===== src/rtl/scan_mux_nxw_if.sv =====
// Channel-select bus between scan_mux_nxw and its consumer.
// The slave side is the selector; the master drives mode, select, enables and data.
interface scan_mux_nxw_if #(
  parameter int W = 4,
  parameter int N = 4
);
  localparam int SELW = $clog2(N);

  logic            mode;
  logic [SELW-1:0] sel;
  logic [N-1:0]    ch_en;
  logic [N*W-1:0]  din;
  logic [W-1:0]    dout;
  logic [SELW-1:0] ch_idx;
  logic [N-1:0]    ch_onehot;
  logic            valid;
  logic            tick;

  modport master (
    output mode, sel, ch_en, din,
    input  dout, ch_idx, ch_onehot, valid, tick
  );

  modport slave (
    input  mode, sel, ch_en, din,
    output dout, ch_idx, ch_onehot, valid, tick
  );
endinterface


===== src/rtl/scan_mux_nxw.sv =====
// Registered N-channel, W-bit selector: manual select or prescaled round-robin scan.
// All outputs are registered with one cycle of latency; there is no backpressure, it updates every clk.
module scan_mux_nxw #(
  parameter int W   = 4,
  parameter int N   = 4,
  parameter int DIV = 100000
) (
  input  logic          clk,
  input  logic          rst_n,
  scan_mux_nxw_if.slave bus
);
  localparam int SELW = $clog2(N);
  localparam int NP   = 1 << SELW;
  localparam int CNTW = (DIV > 1) ? $clog2(DIV) : 1;
  localparam logic [CNTW-1:0] CNT_MAX = CNTW'(DIV - 1);

  logic [CNTW-1:0] cnt_q, cnt_d;
  logic [SELW-1:0] ch_idx_q, next_idx;
  logic [W-1:0]    dout_q, dout_d;
  logic [N-1:0]    onehot_q, onehot_d;
  logic            valid_q, next_valid;
  logic            tick_q, tick_d;

  logic [SELW-1:0] scan_idx, cand;
  logic [NP-1:0]   en_pad;
  logic            step, any_en, cur_en;

  // Zero-padding makes out-of-range manual selects read as disabled.
  assign en_pad = NP'(bus.ch_en);
  assign step   = (cnt_q == CNT_MAX);
  assign any_en = |bus.ch_en;
  assign cur_en = en_pad[ch_idx_q];

  // Nearest enabled channel above ch_idx, wrapping; falls back to ch_idx itself.
  always_comb begin
    scan_idx = ch_idx_q;
    cand     = ch_idx_q;
    for (int k = N; k >= 1; k--) begin
      cand = SELW'((int'(ch_idx_q) + k) % N);
      if (en_pad[cand]) begin
        scan_idx = cand;
      end
    end
  end

  always_comb begin
    next_idx   = ch_idx_q;
    next_valid = 1'b0;
    tick_d     = 1'b0;
    cnt_d      = '0;
    if (bus.mode) begin
      cnt_d = step ? '0 : cnt_q + CNTW'(1);
      if (any_en) begin
        next_valid = 1'b1;
        if (!cur_en || step) begin
          next_idx = scan_idx;
          tick_d   = 1'b1;
          cnt_d    = '0;
        end
      end
    end else if (en_pad[bus.sel]) begin
      next_idx   = bus.sel;
      next_valid = 1'b1;
    end
  end

  always_comb begin
    dout_d   = bus.din[int'(next_idx) * W +: W];
    onehot_d = next_valid ? (N'(1) << next_idx) : '0;
  end

  always_ff @(posedge clk or negedge rst_n) begin
    if (!rst_n) begin
      cnt_q    <= '0;
      ch_idx_q <= '0;
      dout_q   <= '0;
      onehot_q <= '0;
      valid_q  <= 1'b0;
      tick_q   <= 1'b0;
    end else begin
      cnt_q    <= cnt_d;
      ch_idx_q <= next_idx;
      dout_q   <= dout_d;
      onehot_q <= onehot_d;
      valid_q  <= next_valid;
      tick_q   <= tick_d;
    end
  end

  assign bus.dout      = dout_q;
  assign bus.ch_idx    = ch_idx_q;
  assign bus.ch_onehot = onehot_q;
  assign bus.valid     = valid_q;
  assign bus.tick      = tick_q;
endmodule


===== src/flat_wrapper.sv =====
// flat-port wrapper written by rule: the top's interface ports become plain ports
module scan_mux_nxw_flat 
#(
  parameter int W   = 4,
  parameter int N   = 4,
  parameter int DIV = 100000
)
  (clk, rst_n, bus_mode, bus_sel, bus_ch_en, bus_din, bus_dout, bus_ch_idx, bus_ch_onehot, bus_valid, bus_tick);
  scan_mux_nxw_if #(.W(W), .N(N)) bus_i ();
  input  logic clk;
  input  logic rst_n;
  input wire logic [$bits(bus_i.mode)-1:0] bus_mode;
  input wire logic [$bits(bus_i.sel)-1:0] bus_sel;
  input wire logic [$bits(bus_i.ch_en)-1:0] bus_ch_en;
  input wire logic [$bits(bus_i.din)-1:0] bus_din;
  output wire logic [$bits(bus_i.dout)-1:0] bus_dout;
  output wire logic [$bits(bus_i.ch_idx)-1:0] bus_ch_idx;
  output wire logic [$bits(bus_i.ch_onehot)-1:0] bus_ch_onehot;
  output wire logic [$bits(bus_i.valid)-1:0] bus_valid;
  output wire logic [$bits(bus_i.tick)-1:0] bus_tick;
  assign bus_i.mode = bus_mode;
  assign bus_i.sel = bus_sel;
  assign bus_i.ch_en = bus_ch_en;
  assign bus_i.din = bus_din;
  assign bus_dout = bus_i.dout;
  assign bus_ch_idx = bus_i.ch_idx;
  assign bus_ch_onehot = bus_i.ch_onehot;
  assign bus_valid = bus_i.valid;
  assign bus_tick = bus_i.tick;
  scan_mux_nxw #(.W(W), .N(N), .DIV(DIV)) u_core (.clk(clk), .rst_n(rst_n), .bus(bus_i));
endmodule

===== config.mk =====
export PLATFORM = sky130hd
export DESIGN_NAME = scan_mux_nxw_flat
export DESIGN_NICKNAME = d
export VERILOG_FILES = /design/src/rtl/scan_mux_nxw_if.sv /design/src/rtl/scan_mux_nxw.sv /design/src/flat_wrapper.sv
export SDC_FILE = /design/constraint.sdc
export NUM_CORES = 1
export LEC_CHECK = 0
export CAP_MARGIN = 0
export CORE_ASPECT_RATIO = 1.1
export CORE_UTILIZATION = 40
export CTS_BUF_LIST = sky130_fd_sc_hd__clkbuf_4 sky130_fd_sc_hd__clkbuf_8
export DETAILED_ROUTE_END_ITERATION = 10
export GPL_TIMING_DRIVEN = 0
export PLACE_DENSITY = 0.69
export SLEW_MARGIN = 20
export SYNTH_ARGS = -nofsm -noshare
export SYNTH_HDL_FRONTEND = slang
export SYNTH_SLANG_ARGS = --single-unit

===== constraint.sdc =====
create_clock -name clk -period 3.5 [get_ports clk]
set_input_delay 1.05 -clock clk [delete_from_list [all_inputs] [get_ports clk]]
set_output_delay 1.05 -clock clk [all_outputs]
set_load 0.02 [all_outputs]

==> Word level (Yosys, flattened, before mapping) <==
Index checks and enable logic that the tools add are counted.
{ "totals": {"regBits": 29, "latchBits": 0, "ram_bits": 0, "romBits": 0, "in_bits": 25, "out_inout_bits": 12, "elab_cells": 54, "n_memories": 0} }
{ "op_classes": {"n_addsub": 5, "n_mul": 0, "n_div": 0, "magnitude_cmp": 6, "n_eq_ne": 1, "shifts": 2, "n_mux": 31, "n_bitwise": 0, "reduce_logical": 3} }
{ "op_table": {"columns": ["cell", "count"], "rows": [
  ["17-bit 2-to-1 mux", 4],
  ["2-bit by 3-bit < comparator with 1-bit output (second input constant)", 6],
  ["17-bit by 1-bit adder with 17-bit output (second input constant)", 1],
  ["17-bit equality test (second input constant)", 1],
  ["2-bit 2-to-1 mux", 8],
  ["16-bit by 5-bit variable part select with 4-bit output", 1],
  ["1-bit binary-select mux with 2-bit select", 6],
  ["1-bit 2-to-1 mux", 12],
  ["2-bit by 1-bit adder with 2-bit output (second input constant)", 2],
  ["2-bit adder (second input constant)", 2],
  ["4-bit 2-to-1 mux", 1],
  ["4-bit OR reduction", 1],
  ["1-bit by 2-bit left shift with 4-bit output (first input constant)", 1],
  ["1-bit zero test", 1],
  ["1-bit logical OR", 1]
]} }

==> Logic depth before layout (Yosys ltp) <==
Gate-level depths: netlist (run 1).
{ "depth": {"depth_word": 12, "depth_mapped": 8} }

==> Worst setup path before layout (run 1) <==
Ideal clock, no wire load.
{ "synth_path": {"kind": "input to register", "from": "input port bus_ch_en[3]", "to": "register u_core.dout_q[3] (netlist: u_core.bus.dout[3])", "setup_ns": 0.126, "t_arrival_ns": 2.601, "path_slack_ns": 0.773, "stages": 6, "n_path_buf": 1, "cell_sequence": "mux4_2 -> a21o_1 -> a221oi_2 -> buf_6 -> mux2i_1 -> mux2i_1"} }
{ "synth_via": {"elab_chain_cells": 10, "word_cells_on_any_way": 24} }
{ "synth_rtl": {"columns": ["item", "line_no", "rtl"], "rows": [
  ["start: declaration", "flat_wrapper.sv:14", "input wire logic [$bits(bus_i.ch_en)-1:0] bus_ch_en;"],
  ["1-bit binary-select mux with 2-bit select", "scan_mux_nxw.sv:40", "if (en_pad[cand]) begin"],
  ["1-bit 2-to-1 mux (implied by the code)", "scan_mux_nxw.sv:40", null],
  ["2-bit 2-to-1 mux (4 in a row)", "scan_mux_nxw.sv:40", null],
  ["2-bit 2-to-1 mux", "scan_mux_nxw.sv:55", "if (!cur_en || step) begin"],
  ["2-bit 2-to-1 mux", "scan_mux_nxw.sv:53", "if (any_en) begin"],
  ["2-bit 2-to-1 mux (*)", "scan_mux_nxw.sv:51", "if (bus.mode) begin"],
  ["via u_core.next_idx[1]", "scan_mux_nxw.sv:18", "logic [SELW-1:0] ch_idx_q, next_idx;"],
  ["16-bit by 5-bit variable part select with 4-bit output (*)", "scan_mux_nxw.sv:68", "dout_d = bus.din[int'(next_idx) * W +: W];"],
  ["via u_core.dout_d[3]", "scan_mux_nxw.sv:19", "logic [W-1:0] dout_q, dout_d;"],
  ["end signal: assignment", "scan_mux_nxw.sv:83", "dout_q <= dout_d;"],
  ["end: declaration", "scan_mux_nxw.sv:19", null]
]} }
Mark *: on every way through the listed nets, which the timed path passes. The rest lies on a longest branch. The select of a mux whose other input is x is not followed.

==> Final worst setup path (run 1) <==
{ "layout_path": {"from": "input port bus_ch_en[1]", "to": "register u_core.dout_q[2] (netlist: u_core.bus.dout[2])"} }
Same word-level chain as after synthesis.

==> results of run 1 <==
## worst min-delay path by stage
stage | to | slack, ns | cells past startpoint
detailed placement | u_core.cnt_q[0]$_DFF_PN0_ | 0.50 | 1
CTS | u_core.cnt_q[0]$_DFF_PN0_ | 0.51 | 1
global route | u_core.cnt_q[0]$_DFF_PN0_ | 0.55 | 1
global placement | u_core.cnt_q[0]$_DFF_PN0_ | 0.50 | 1
finish | u_core.cnt_q[0]$_DFF_PN0_ | 0.51 | 1
floorplan | u_core.cnt_q[0]$_DFF_PN0_ | 0.48 | 1
## kinds of logic after synthesis
family,share of synthesized area (%)
mux,11.2
xor+xnor,7.91
simple gates,20.7
buf+inv,4.12
compound gates,8.39
fa+ha+maj,0.807
flops,46.8
## layout make-up
cell class                      instances  area share (%)
Buffer                                  5            1.99
Sequential cell                        29            34.9
Tap cell                               50            3.01
Timing Repair Buffer                   35            16.6
Clock buffer                            7            4.33
Multi-Input combinational cell        108            36.6
Inverter                                6            1.08
Clock inverter                          1            1.44
## flip-flops by register name (all words and copies together), names as in the netlist
register	cells
u_core.cnt_q	17
u_core.bus.ch_onehot	4
u_core.bus.dout	4
u_core.bus.ch_idx	2
u_core.bus.tick	1
u_core.bus.valid	1
## layout by cell type (no fill, tap or decap), types with 3 or more instances in the layout
| cell type | n |
|---|---|
| and3_1 | 6 |
| buf_6 | 3 |
| nand2_1 | 5 |
| dfrtp_1 | 29 |
| xnor2_1 | 7 |
| clkdlybuf4s50_1 | 34 |
| nand3_1 | 5 |
| nor2_1 | 22 |
| xor2_1 | 7 |
| clkbuf_8 | 6 |
| nand4_1 | 6 |
| mux2i_1 | 14 |
| inv_1 | 6 |
## per-stage QoR
step           setup WS (ns)  cell area, µm²
5_1_grt                0.142            2080
3_5_place_dp         -0.0486            1960
4_1_cts                0.257            2080
6_report               0.249            2080
2_1_floorplan          0.773            1550
3_3_place_gp          0.0665            1960
## per-layer routing
| layer | part of all wire, % | track usage (%) | up-vias |
|---|---|---|---|
| met5 | 0 | 0 | - |
| met4 | 0.36 | 6.11 | 0 |
| met3 | 7.0 | 7.66 | 2 |
| met2 | 53 | 32.3 | 37 |
| met1 | 40 | 18.6 | 600 |
| li1 | - | - | 607 |
## power breakdown
| part | switching (µW) | total [µW] | internal [µW] |
|---|---|---|---|
| clock | 123 | 362 | 239 |
| combinational | 279 | 566 | 287 |
| sequential | 37.5 | 438 | 400 |
| total | 439 | 1370 | 927 |
==> impl_metrics.toml, run 1 <==
[floorplanning]
die_y_um = 67.3
fp.dieW_um = 61.4
initial_core_util_pct = 42.1
core_mm2 = 0.00368
dieArea_mm2 = 0.00413
rows = 23
io_pins = 37

[synth]
syn_nets = 174
syn_area_mm2 = 0.00155
synth_area_leaders = "dfrtp_1, mux2i_1, nor2_1, xnor2_1, xor2_1"
synthFlopType = "dfrtp_1"
synth_top_area_cell = "dfrtp_1"
ys_seq_elements = 29
synth_edf_count = 0
yosys.area.top_type_share_pct = 46.8
yosysSeqAreaShare_pct = 46.8
synth_area_per_cell_um2 = 10.5
synth_common_cells = "dfrtp_1, nor2_1, mux2i_1, xnor2_1, xor2_1"
synth_most_common_cell = "dfrtp_1"
synth_cell_type_count = 41
synthCells = 148
ys_async_sr_fraction_pct = 100
synth_warnings = 0

[worst_setup_path]
crit_chain = "clkdlybuf4s50_1 > mux4_2 > a21o_1 > a221oi_2 > buf_6 > mux2i_1 > mux2i_1"
cp_num_cells = 7
crit_buf_inv = 2
r2r_end = "u_core.bus.dout[2]$_DFF_PN0_"
endpoint = "u_core.bus.dout[2]$_DFF_PN0_"
crit_family = "multiplexers"
crit_path_max_incr_delay_ns = 0.53
crit_required_ns = 3.65
rr_worst_depth = 8
cp.arrival_ns = 3.41
crit_type = "primary input to flop"
reg2reg_from = "u_core.cnt_q[0]$_DFF_PN0_"
cp_common_cell = "mux2i_1"
cp_slowest_cell = "clkdlybuf4s50_1"
crit_fanout = 10
r2r_setup_slack_ns = 0.90
critPathLaunchType = "primary input"
cp-end-kind = "flop"
worstSetupStartpoint = "bus_ch_en[1]"

[clocking]
numCtsBuffers = 5
cts_tree = "yes"
post_cts_buffers = 0
h-tree-depth = 2
clkLatencyLatePin_ns = 0.28
hold_buffers = 0
clock_sinks = 29
clk_pin_slew_ns = 0.06
cts_resized = 0
cts.path.max_buffers = 2
root_buffer = "clkbuf_8"

[job]
cap_violations = 0

[cells_and_area]
post-route-util_pct = 56.4
fill_cells = 358
nNetsFinal = 216
synthToLayoutAreaGrowth_pct = 34.1
regArea_um2 = 726
diodes = 0
final_cells = 241
drive_gt1_share_pct = 9.42
multi_input_area_um2 = 761

[sta]
fin_crit_ns = 3.25
fin_crit_sh_pct = 92.9
fin_setup_tns_ns = 0
grt_setup_unrepaired = "false"
drv_slew = 0
hold_slack_ns = 0.512
clock_skew_ns = 0.00195
max_slew_margin_pct = 58.0
max_freq_mhz = 308
tightest_slew_ns = 0.629
finalSetupViolations = 0
hold_viol = 0

[place]
gp_congestion = 0.805
dp_cells = 233
dp_hpwl_um = 2500
io_buffers = 35

[global_route]
antenna_found_initial = 0
grtUsageTotal_pct = 18.0
grt_pass1_wl_um = 5410
grt-ovfl-total = 0
grt_pass1_vias = 1298
grt_max_degree = 30

[power]
leakage_uw = 0.000888
p_total_uw = 1370
ir_worst_vdd_mv = 0.524
p_per_area_mw_per_mm2 = 657

[routing]
vias_per_cell = 5.17
wirelength_um = 3300
detail-route-antenna-nets = 0
drtIter0Drc = 77
via_count = 1246
wl_per_cell_um = 13.7
drt_first_pass_iters = 4
drc = 0

[min_path]
hold_start = "u_core.cnt_q[0]$_DFF_PN0_"
hold_class = "flop to flop"

[status]
status = "complete, no violations"
(Power assumes the default switching activity.)
==> run 2, diff against run 1 <==
--- a/config.mk
+++ b/config.mk
@@ -7,11 +7,11 @@
 export LEC_CHECK = 0
 export CAP_MARGIN = 0
 export CORE_ASPECT_RATIO = 1.1
-export CORE_UTILIZATION = 40
+export CORE_UTILIZATION = 55
 export CTS_BUF_LIST = sky130_fd_sc_hd__clkbuf_4 sky130_fd_sc_hd__clkbuf_8
 export DETAILED_ROUTE_END_ITERATION = 10
 export GPL_TIMING_DRIVEN = 0
-export PLACE_DENSITY = 0.69
+export PLACE_DENSITY = 0.89
 export SLEW_MARGIN = 20
 export SYNTH_ARGS = -nofsm -noshare
 export SYNTH_HDL_FRONTEND = slang
==> impl_metrics.toml, run 2 (synthesis gave the netlist of run 1 again) <==
[worst_setup_path]
cp_common_cell = "mux2i_1"
crit_fanout = 10
cp.arrival_ns = 3.33
r2r_end = "u_core.bus.dout[0]$_DFF_PN0_"
crit_buf_inv = 2
crit_required_ns = 3.72
reg2reg_from = "u_core.cnt_q[0]$_DFF_PN0_"
crit_chain = "clkdlybuf4s50_1 > mux4_2 > a21o_1 > a221oi_2 > buf_6 > mux2i_1 > mux2i_1"
cp-end-kind = "flop"
r2r_setup_slack_ns = 0.95
critPathLaunchType = "primary input"
cp_slowest_cell = "clkdlybuf4s50_1"
rr_worst_depth = 8
crit_family = "multiplexers"
crit_type = "primary input to flop"
crit_path_max_incr_delay_ns = 0.52

[place]
io_buffers = 35
gp_congestion = 0.816
dp_hpwl_um = 2560

[global_route]
grtUsageTotal_pct = 26.3
met3_usage_pct = 8.66
top_usage_layer = "met2"
grt_util_met2_pct = 45.9
grt_pass1_wl_um = 5790
grt_max_degree = 30
grt-ovfl-total = 0
use_met1_pct = 31.3
grt_pass1_vias = 1282
antenna_found_initial = 0

[clocking]
clkLatencyLatePin_ns = 0.35
root_buffer = "clkbuf_4"
h-tree-depth = 2
numCtsBuffers = 5
clk_pin_slew_ns = 0.11
hold_buffers = 0
cts_resized = 0
post_cts_buffers = 0
cts_tree = "yes"
clock_sinks = 29
cts.path.max_buffers = 2

[floorplanning]
fp.dieW_um = 52.6
die_y_um = 57.7
core_mm2 = 0.00259
dieArea_mm2 = 0.00304
initial_core_util_pct = 59.8
io_pins = 37
rows = 19

[sta]
grt_setup_unrepaired = "false"
fin_crit_ns = 3.12
tightest_slew_ns = 0.626
max_freq_mhz = 321
hold_viol = 0
fin_setup_tns_ns = 0
max_slew_margin_pct = 58.2
drv_slew = 0
fin_crit_sh_pct = 89.0
clock_skew_ns = 0.0131
finalSetupViolations = 0

[routing]
drc = 0
vias_per_cell = 5.75
via_count = 1276
detail-route-antenna-nets = 0
drtIter0Drc = 22
wirelength_um = 3420
wl_per_cell_um = 15.4
drt_first_pass_iters = 5

[cells_and_area]
post-route-util_pct = 77.9
regMostFlops = "u_core.cnt_q"
diodes = 0
final_common_cell = "clkdlybuf4s50_1"
largest_register_ffs = 17
synthToLayoutAreaGrowth_pct = 30.2
fill_cells = 178
layout_common_cells = "clkdlybuf4s50_1, dfrtp_1, nor2_1"
nNetsFinal = 216
drive_gt1_share_pct = 9.42

[job]
cap_violations = 0

[power]
leakage_uw = 0.000868
ir_worst_vdd_mv = 0.575
p_per_area_mw_per_mm2 = 639

[status]
status = "complete, no violations"

[min_path]
hold_depth = 1
min_to = "u_core.cnt_q[0]$_DFF_PN0_"
hold_start = "u_core.cnt_q[0]$_DFF_PN0_"
hold_class = "flop to flop"
==> run 2: cell count changes in the layout (fill, tap and decap cells not counted), sizes merged <==
cell	change
clkbuf	-2
clkinvlp	+1
clkinv	+1
==> run 2: report_power, final <==
group | total [µW] | leakage [µW] | switching [µW] | internal (µW)
clock | 284 | 0.0000414 | 133 | 151
combinational | 566 | 0.000443 | 279 | 287
sequential | 439 | 0.000384 | 40.1 | 399
==> run 2: layout make-up <==
type	instances	area [µm²]	share of cell area [%]
buffer	5	41.3	2.05
clock buffer	5	37.5	1.86
clock inverter	3	46.3	2.29
inverter	6	22.5	1.12
multi-input combinational	108	761	37.7
sequential	29	726	36.0
tap	31	38.8	1.92
timing repair buffer	35	345	17.1
==> run 2: metal layers <==
layer | up-vias | wire, µm
met4 | 0 | 51
met1 | 620 | 1390
met3 | 4 | 192
met5 | - | 0
li1 | 606 | -
met2 | 46 | 1780
==> run 2: worst max-delay path by stage <==
stage / end / slack (ns) / from / depth (start not counted)
3_3_place_gp: u_core.bus.dout[3]$_DFF_PN0_ / 0.12 / bus_ch_en[1] / 7
2_1_floorplan: u_core.bus.dout[3]$_DFF_PN0_ / 0.77 / bus_ch_en[3] / 6
3_5_place_dp: u_core.bus.dout[3]$_DFF_PN0_ / 0.04 / bus_ch_en[3] / 7
5_1_grt: u_core.bus.dout[3]$_DFF_PN0_ / 0.26 / bus_ch_en[1] / 7
6_report: u_core.bus.dout[0]$_DFF_PN0_ / 0.38 / bus_ch_en[1] / 7
4_1_cts: u_core.bus.dout[0]$_DFF_PN0_ / 0.41 / bus_ch_en[1] / 7
==> run 2: per-stage QoR <==
stage / cells / area, µm² / total power, µW / hold slack (ns) / setup WS (ns)
2_1_floorplan: 148 / 1550 / 799 / 0.476 / 0.773
5_1_grt: 222 / 2020 / 1360 / 0.556 / 0.263
3_3_place_gp: 214 / 1940 / 991 / 0.500 / 0.121
6_report: 222 / 2020 / 1290 / 0.534 / 0.384
3_5_place_dp: 214 / 1930 / 1010 / 0.511 / 0.0373
4_1_cts: 222 / 2020 / 1300 / 0.527 / 0.411
